`src/rtl/alu_arbiter.sv`:
```
// ----------------------------------------------------------------------------
// alu_arbiter
//
// Two requesters share one ALU. At most one operation is accepted per
// cycle. Contention is resolved round-robin. The accepted operation is
// evaluated combinationally and captured in a single-entry result register
// that is drained through a valid/ready handshake. Each requester has a
// saturating count of its accepted operations.
//
// Ports
//   clk                      rising-edge clock
//   rst_n                    asynchronous active-low reset
//   req0_valid / req1_valid  requester k presents an operation
//   req0_ready / req1_ready  requester k's operation accepted this cycle
//   req0_a, req0_b           requester 0 operands (N bits)
//   req1_a, req1_b           requester 1 operands (N bits)
//   req0_op / req1_op        operation select (4 bits)
//   resp_valid               result register holds a valid result
//   resp_ready               consumer takes the result this cycle
//   resp_id                  requester that issued the held result
//   resp_result              ALU result (N bits)
//   resp_ovf                 bit0 unsigned carry/borrow, bit1 signed overflow
//   resp_illegal             held result came from an unsupported op
//   grant_cnt0 / grant_cnt1  saturating accepted-operation counters
// ----------------------------------------------------------------------------
module alu_arbiter #(
    parameter int N = 32
) (
    input  logic         clk,
    input  logic         rst_n,
    input  logic         req0_valid,
    input  logic         req1_valid,
    output logic         req0_ready,
    output logic         req1_ready,
    input  logic [N-1:0] req0_a,
    input  logic [N-1:0] req0_b,
    input  logic [N-1:0] req1_a,
    input  logic [N-1:0] req1_b,
    input  logic [3:0]   req0_op,
    input  logic [3:0]   req1_op,
    output logic         resp_valid,
    input  logic         resp_ready,
    output logic         resp_id,
    output logic [N-1:0] resp_result,
    output logic [1:0]   resp_ovf,
    output logic         resp_illegal,
    output logic [15:0]  grant_cnt0,
    output logic [15:0]  grant_cnt1
);

    localparam logic [3:0] OP_AND = 4'b0000;
    localparam logic [3:0] OP_OR  = 4'b0001;
    localparam logic [3:0] OP_ADD = 4'b0010;
    localparam logic [3:0] OP_SUB = 4'b0110;

    typedef enum logic {
        EMPTY = 1'b0,
        FULL  = 1'b1
    } state_t;

    state_t       state_q;
    state_t       state_d;

    logic         last_grant;   // requester granted on the most recent accept
    logic         grant;        // requester selected this cycle
    logic         can_accept;
    logic         accept;

    logic [3:0]   sel_op;
    logic [N-1:0] sel_a;
    logic [N-1:0] sel_b;

    logic [N:0]   sum_ext;
    logic [N-1:0] diff;
    logic [N-1:0] alu_res;
    logic [1:0]   alu_ovf;
    logic         alu_ill;

    // ------------------------------------------------------------------
    // Arbitration
    // ------------------------------------------------------------------
    always_comb begin
        grant = 1'b0;
        if (req0_valid && req1_valid) begin
            grant = ~last_grant;
        end else if (req1_valid) begin
            grant = 1'b1;
        end
    end

    // A full register can take a new result only when it is being drained
    // in the same cycle.
    assign can_accept = (state_q == EMPTY) || resp_ready;

    // rst_n gating keeps both ready outputs low for the whole reset interval,
    // not just until the asynchronous clear settles.
    assign req0_ready = rst_n && can_accept && req0_valid && (grant == 1'b0);
    assign req1_ready = rst_n && can_accept && req1_valid && (grant == 1'b1);
    assign accept     = req0_ready || req1_ready;

    // ------------------------------------------------------------------
    // ALU on the granted requester's operands
    // ------------------------------------------------------------------
    assign sel_op = grant ? req1_op : req0_op;
    assign sel_a  = grant ? req1_a  : req0_a;
    assign sel_b  = grant ? req1_b  : req0_b;

    assign sum_ext = {1'b0, sel_a} + {1'b0, sel_b};
    assign diff    = sel_a - sel_b;

    always_comb begin
        alu_res = '0;
        alu_ovf = '0;
        alu_ill = 1'b0;
        case (sel_op)
            OP_AND: begin
                alu_res = sel_a & sel_b;
            end
            OP_OR: begin
                alu_res = sel_a | sel_b;
            end
            OP_ADD: begin
                alu_res    = sum_ext[N-1:0];
                alu_ovf[0] = sum_ext[N];
                alu_ovf[1] = (sel_a[N-1] == sel_b[N-1]) &&
                             (sum_ext[N-1] != sel_a[N-1]);
            end
            OP_SUB: begin
                alu_res    = diff;
                alu_ovf[0] = (sel_a < sel_b);
                alu_ovf[1] = (sel_a[N-1] != sel_b[N-1]) &&
                             (diff[N-1] != sel_a[N-1]);
            end
            default: begin
                alu_ill = 1'b1;
            end
        endcase
    end

    // ------------------------------------------------------------------
    // Result register FSM
    // ------------------------------------------------------------------
    always_ff @(posedge clk or negedge rst_n) begin
        if (!rst_n) begin
            state_q <= EMPTY;
        end else begin
            state_q <= state_d;
        end
    end

    always_comb begin
        state_d = state_q;
        case (state_q)
            EMPTY: begin
                if (accept) begin
                    state_d = FULL;
                end
            end
            FULL: begin
                if (accept) begin
                    state_d = FULL;
                end else if (resp_ready) begin
                    state_d = EMPTY;
                end
            end
            default: begin
                state_d = EMPTY;
            end
        endcase
    end

    assign resp_valid = (state_q == FULL);

    // Payload loads only on accept, so it holds while stalled.
    always_ff @(posedge clk or negedge rst_n) begin
        if (!rst_n) begin
            resp_id      <= 1'b0;
            resp_result  <= '0;
            resp_ovf     <= '0;
            resp_illegal <= 1'b0;
        end else if (accept) begin
            resp_id      <= grant;
            resp_result  <= alu_res;
            resp_ovf     <= alu_ovf;
            resp_illegal <= alu_ill;
        end
    end

    // Reset to 1 so requester 0 wins the first contention.
    always_ff @(posedge clk or negedge rst_n) begin
        if (!rst_n) begin
            last_grant <= 1'b1;
        end else if (accept) begin
            last_grant <= grant;
        end
    end

    // ------------------------------------------------------------------
    // Saturating grant counters
    // ------------------------------------------------------------------
    always_ff @(posedge clk or negedge rst_n) begin
        if (!rst_n) begin
            grant_cnt0 <= '0;
            grant_cnt1 <= '0;
        end else begin
            if (req0_ready && (grant_cnt0 != '1)) begin
                grant_cnt0 <= grant_cnt0 + 16'd1;
            end
            if (req1_ready && (grant_cnt1 != '1)) begin
                grant_cnt1 <= grant_cnt1 + 16'd1;
            end
        end
    end

endmodule

```
`config.mk`:
```
export PLATFORM = sky130hd
export DESIGN_NAME = alu_arbiter
export DESIGN_NICKNAME = d
export VERILOG_FILES = /design/src/rtl/alu_arbiter.sv
export SDC_FILE = /design/constraint.sdc
export NUM_CORES = 1
export LEC_CHECK = 0
export ABC_AREA = 1
export CAP_MARGIN = 20
export CORE_ASPECT_RATIO = 1.4
export CORE_MARGIN = 1.5
export CORE_UTILIZATION = 40
export DETAILED_ROUTE_END_ITERATION = 8
export GPL_ROUTABILITY_DRIVEN = 0
export GPL_TIMING_DRIVEN = 0
export PLACE_DENSITY = 0.65
export SLEW_MARGIN = 20
export SYNTH_ARGS = -nofsm -noshare
export SYNTH_HDL_FRONTEND = slang
export SYNTH_SLANG_ARGS = --single-unit
```
`constraint.sdc`:
```
create_clock -name clk -period 3.8 [get_ports clk]
set_clock_uncertainty 0.15 [all_clocks]
set_input_delay 0.38 -clock clk [delete_from_list [all_inputs] [get_ports clk]]
set_output_delay 0.38 -clock clk [all_outputs]
set_load 0.03 [all_outputs]
```
### Yosys cells after proc, flatten, opt, wreduce, memory -nomap -nowiden

Index checks and enable logic that the tools add are counted.

* add/sub/neg operators: 4
* multiply operators: 0
* divide/modulo/power cells: 0
* magnitude comparators: 1
* equality and inequality tests: 9
* shift operators: 0
* muxes and demuxes: 12
* bitwise operators: 5
* reductions and logical operators: 14

Operators by type and width (count)
* case mux 32 bit (4 select lines): 1
* 2-to-1 mux 32 bit: 2
* adder 32 x 32 -> 33 bit: 1
* adder 16 x 1 -> 16 bit (second input constant): 2
* bitwise AND 32 bit: 1
* less-than comparator 32 bit: 1
* != test 16 bit (second input constant): 2
* OR 32 bit: 1
* subtractor 32 bit: 1
* logical AND 1 bit: 10
* 2-to-1 mux 1 bit: 6
* == test 4 x 1 -> 1 bit (second input constant): 1
* == test 4 x 2 -> 1 bit (second input constant): 1
* == test 4 x 3 -> 1 bit (second input constant): 1
* logical NOT 4 bit: 1
* 2-to-1 mux 4 bit: 1
* case mux 2 bit (2 select lines): 1
* OR reduction 4 bit: 1
* != test 1 bit: 3
* NOT 1 bit: 3
* logical OR 1 bit: 2
* case mux 1 bit (2 select lines): 1
* == test 1 bit: 1

* register bits: 70
* latch bits: 0
* bits in writable memories: 0
* memory bits (read-only): 0
* bits of input ports: 141
* output and inout port bits: 71
* logic and storage cells: 53
* memories: 0

### Longest topological paths before layout

* word-level depth: 8
* depth in mapped cells: 25
* gate-level depth less buffers: 23

### Least setup slack after synthesis

Ideal clock, no wire load.

* path type: register -> register
* start point: reg last_grant
* end point: reg resp_result[28]
* setup time: 117 ps
* arrival time: 3160 ps
* data required time: 3533 ps
* slack: 373 ps
* cell stages (with the launch flop): 23
* path buffers: 2
* period minus slack after synthesis: 3427 ps
* cell sequence: dfstp_2 nand2_2 nand2_4 inv_2 clkbuf_1 clkbuf_1 or2_2 o21ai_0 inv_1 ha_1 fa_1 nand2_1 nand2_1 nand2_1 inv_1 a21oi_1 o21ai_0 nand2_1 nand3_1 nand3_1 nand3_1 nand2_1 nand2_1

* word-level cells in the longest chain between the ends: 5
* elaborated cells between the ends (all ways): 18
* those cells by class: 2 x add/sub; 3 x eq/ne; 5 x mux; 4 x bitwise; 4 x reduce/logical

RTL lines
* start: declaration: line 64 `logic last_grant;`
* start signal: assignment: line 194 `last_grant <= grant;`
* NOT 1 bit *: line 85 `grant = ~last_grant;`
* 2-to-1 mux 1 bit *: line 84 `if (req0_valid && req1_valid) begin`
* 2-to-1 mux 32 bit (tied with other cells): line 105 `assign sel_a = grant ? req1_a : req0_a;`
* subtractor 32 bit (tied with other cells): line 109 `assign diff = sel_a - sel_b;`
* case mux 32 bit (4 select lines) / logical OR 1 bit (equally long branches): line 115, 99
* end signal: assignment: line 183 `resp_result <= alu_res;`
* end: declaration: line 44 `output logic [N-1:0] resp_result,`

Every way passes the cells marked *; elsewhere a longest branch is shown, timed or not.
A chain may end at the register's enable or synchronous reset.

### Worst setup path after layout

* start point: reg last_grant
* end point: reg resp_result[18]

The elaborated chain is that of the path after synthesis.

==> run summary <==
The flow ran to the end, and the final reports show no timing, DRC or antenna violations. The share of post-route cells with drive strength above 1 came out at 0.122. Max-cap violations in this run came to 0. Summed over all nets, the switching power comes to 0.00258 W. Measured on the finished design, the core utilization comes to 0.554. In this run the tool buffered the top-level ports with 211 buffer cells. The worst-case clock buffer depth is 2. The level count of the clock H-tree came out at 3. The number of buffers created by CTS came out at 9. Dividing the detail-routed via count by the number of cells gives 5.29. The critical path starts at last_grant$_DFFE_PN1P_. In this run the tightest slew margin relative to its limit is 0.424.

The die covers 0.0253 sq mm. At the worst endpoint, the required time is 3.86 ns. The category of the worst setup path launch point is a flop. The worst hold margin came out at 0.299 ns. Before CTS, the worst setup slack after placement is -1.64 ns. In this run, the number of DRC markers left after iteration 0 of detailed routing was 987. The routed design has 38.0 mm of wire. The standard-cell row count is 67. For this run, the leading register cell type out of synthesis is dfrtp_1.

The endpoint identified for the worst register-to-register timing path is resp_result[18]$_DFFE_PN0P_. The synthesized netlist occupies a cell area of 0.00972 sq mm. The buffering stage count on the worst path with inverters included came out at 3. The final count of pins violating max slew came out at 0.

The number of antenna diodes in the final layout is 0. The peak ir drop on the vdd network is 0.293 mV. The category of the critical setup timing path is reg -> reg. Counting stages on the worst path, the most repeated cell is nand2_1.

TritonCTS built the clock tree. The fraction of power consumed by the clock network came out at 0.180. The achievable frequency came out at 0.272 GHz.

The clock sink count is 70. The maximum number of pins on one net before global-route repair is 38. In the global route stage, overall resource usage came out at 0.297. In the final routed layout, each cell accounts on average for 17.4 microns. The power share of the combinational group came out at 0.625.

The number of enable flip-flop cells after synthesis came out at 0. The class of the tightest hold or removal check is in -> reg. The detailed router placed 11,500 vias in this run. For this run, asynchronously set or reset flops after synthesis account for 1.00. On the critical path, the stage with the largest delay is an instance of dfstp_2. The peak fanout along the critical path came out at 14. The area growth from synthesis to layout came out at 36.1%. The final setup violation count is 0. The latest clock arrival within the worst-skew pair came out at 0.34 ns. The most critical setup path has its endpoint at resp_result[18]$_DFFE_PN0P_. The number of global-route vias before repair came to 11,100. The delay contributed by the slowest stage of the critical path is 0.54 ns. The worst register-to-register path begins at last_grant$_DFFE_PN1P_. The power per unit of standard cell area came out at 393 mW/mm^2.

The wire length of the first global-routing pass came out at 58.3 mm. The initial utilization of the core area, before any placement, comes to 0.407. Data arrives at the worst endpoint at 3.74 ns. The post-route clock period utilization came out at 0.968. In the synthesized netlist, the number of instances is 1,634.

Counting cells, the worst reg-to-reg path comes to 21. The final hold violation count is 0. The number of different library cells in the post-synthesis netlist is 48. The kind of cell with the highest combined delay along the critical path is simple AND/OR/NAND/NOR gates. The synthesis-stage register bit count is 70. Once detailed placement completed, the half-perimeter wirelength came to 31.2 mm.

The critical path goes through nand2_2, nand2_8, inv_6, buf_8, or2_2, o21ai_4, inv_2, ha_4, fa_2, nand2_2, nand2_1, nand3b_1, nand2_2, nand2_1, nand3b_1, nand2_1, nand3b_1, nand3_1, nand2_1, o21ai_4, nand2_1. After global routing the overflow that remains totals 0. The total nets after synthesis came out at 1,881. The minimum setup slack in the final design is 0.122 ns. The register-to-register setup slack came out at 0.12 ns.

The share of total power dissipated in sequential elements is 0.194. Overall power consumption after layout is estimated at 0.00521 W. The net switching share of the total power came out at 0.496.

For the pin with the worst max-slew slack, the measured transition is 0.865 ns. The share of the yosys chip area belonging to registers came out at 0.180. The clock transition at the registers of the reported paths came out at 0.06 ns. The number of synthesis warnings is 0. The length of the first detailed-routing pass in iterations came out at 6. Averaged over all synthesized cells, the footprint is 5.95 sq um. The number of antenna violations at the first check in global routing came out at 0.

The floorplan step defined a core boundary enclosing 0.0239 sq mm. For this design the top-level I/O count stands at 212. The layout net count came out at 2,112. Internal power comes to 0.00262 W. The number of fill cells in the layout came out at 2,509. The vertical die dimension is 187 microns. For this run, design rule violations remaining after detail routing come to 0. The count of nets left with antenna violations after detail routing is 0. The element type at the critical path end is a flop. The static leakage is 6.63 nW. The library cell used as clock root buffer is clkbuf_16. The post-route minimum period came out at 3.68 ns.

The die is 135 microns wide. The logic depth of the worst path, buffers included is 21.
[Yosys cell counts, types with 2 or more instances]
cell	instances	area, sq um
dfrtp_1	69	1730
nand4_4	2	42.5
a211oi_1	2	15.0
ha_1	104	1300
buf_2	16	80.1
nor4_1	2	12.5
inv_2	3	11.3
nand2_1	452	1700
nand2_2	6	37.5
buf_6	4	45.0
o21ai_2	2	17.5
o2111ai_1	4	35.0
nand3b_1	8	60.1
fa_1	2	40.0
nand4_1	17	106
nor2_2	2	12.5
o21ai_1	23	115
nor2_4	5	56.3
o22ai_1	10	62.6
nor2_1	158	593
nor3_1	20	100
nand3_1	111	556
a21oi_1	82	410
clkbuf_1	15	56.3
nand2_4	4	45.0
o21ai_0	137	686
xor2_1	24	210
or2_2	35	219
buf_4	3	22.5
inv_1	276	1040
xnor2_1	9	78.8
o21bai_1	7	52.6
a31oi_1	5	31.3
[flip-flops by register name, summed over array words and instances (netlist names)]
register,count
resp_valid,1
grant_cnt0,16
resp_illegal,1
resp_result,32
last_grant,1
resp_id,1
grant_cnt1,16
resp_ovf,2
[what timing repair did]
action / CTS / global route
pin swaps: 4 / 14
setup buffers: 2 / 6
hold buffers: 1 / 0
resized for setup: 91 / 119
setup endpoints to repair: 33 / 25
hold endpoints to repair: 36 / 0
[logic make-up after synthesis]
kind of cell | share of synthesized area
multiplexers | 0.00116
adder cells (fa/ha/maj) | 0.138
AND/OR/NAND/NOR | 0.369
flip-flops | 0.180
AO/OA/AOI/OAI | 0.153
buffers and inverters | 0.129
XOR/XNOR | 0.0297
[per-stage QoR]
| stage | instances | TNS [ns] | instance area (sq um) |
|---|---|---|---|
| CTS | 2174 | -0.00778 | 12900 |
| floorplan | 1634 | 0 | 9720 |
| global route | 2180 | -0.00661 | 13200 |
| finish | 2180 | 0 | 13200 |
| global placement | 2155 | -120.15 | 12200 |
| detailed placement | 2156 | -40.78 | 12200 |
[final cells by class]
type / instances / area [sq um] / share of cell area
tap: 310 / 388 / 0.0293
clock buffer: 9 / 225 / 0.0170
timing repair buffer: 221 / 2200 / 0.167
clock inverter: 7 / 103 / 0.00775
multi-input combinational: 1246 / 7190 / 0.543
sequential: 70 / 1750 / 0.132
inverter: 279 / 1050 / 0.0795
buffer: 38 / 318 / 0.0240
[how the worst min path moves through the flow]
stage | cells past startpoint | endpoint | startpoint
after global routing | 4 | last_grant$_DFFE_PN1P_ | req0_valid
final | 4 | last_grant$_DFFE_PN1P_ | req0_valid
after global placement | 2 | last_grant$_DFFE_PN1P_ | last_grant$_DFFE_PN1P_
after CTS | 2 | resp_result[20]$_DFFE_PN0P_ | resp_result[20]$_DFFE_PN0P_
after detailed placement | 1 | grant_cnt0[10]$_DFFE_PN0P_ | rst_n
after floorplan | 0 | grant_cnt0[0]$_DFFE_PN0P_ | rst_n
[per-layer routing]
metal	vias up	global-route usage	wire (microns)
li1	5636	-	-
met1	5298	0.329	14200
met2	463	0.530	18800
met3	132	0.0358	2190
met4	0	0.193	2790
met5	-	0	0
[cell usage in the layout (no fill, tap or decap), drive strengths merged, types with 2 or more instances in the layout]
| cell type | n |
|---|---|
| a211oi | 2 |
| a21boi | 2 |
| a21oi | 83 |
| a31oi | 5 |
| buf | 34 |
| bufinv | 2 |
| clkbuf | 23 |
| clkdlybuf4s50 | 208 |
| dfrtp | 69 |
| dlymetal6s2s | 2 |
| fa | 2 |
| ha | 104 |
| inv | 282 |
| nand2 | 462 |
| nand3 | 111 |
| nand3b | 8 |
| nand4 | 19 |
| nor2 | 165 |
| nor3 | 21 |
| nor4 | 3 |
| o2111ai | 4 |
| o21ai | 162 |
| o21bai | 7 |
| o22ai | 10 |
| or2 | 35 |
| xnor2 | 9 |
| xor2 | 24 |
[power by group through the flow]
stage / registers [W] / logic (W) / clock network, W
global placement: 0.00102 / 0.00292 / 0
detailed placement: 0.00102 / 0.00295 / 0
floorplan: 0.00126 / 0.00162 / 0
global route: 0.00103 / 0.00356 / 0.000984
CTS: 0.00101 / 0.00306 / 0.000954
finish: 0.00101 / 0.00326 / 0.000939
[worst min-delay path: stages]
cell,delay (ns)
dlymetal6s2s_1,0.13
nand2_1,0.14
nand2_1,0.08
nand2_1,0.05
Power figures use the tool's default switching activity.
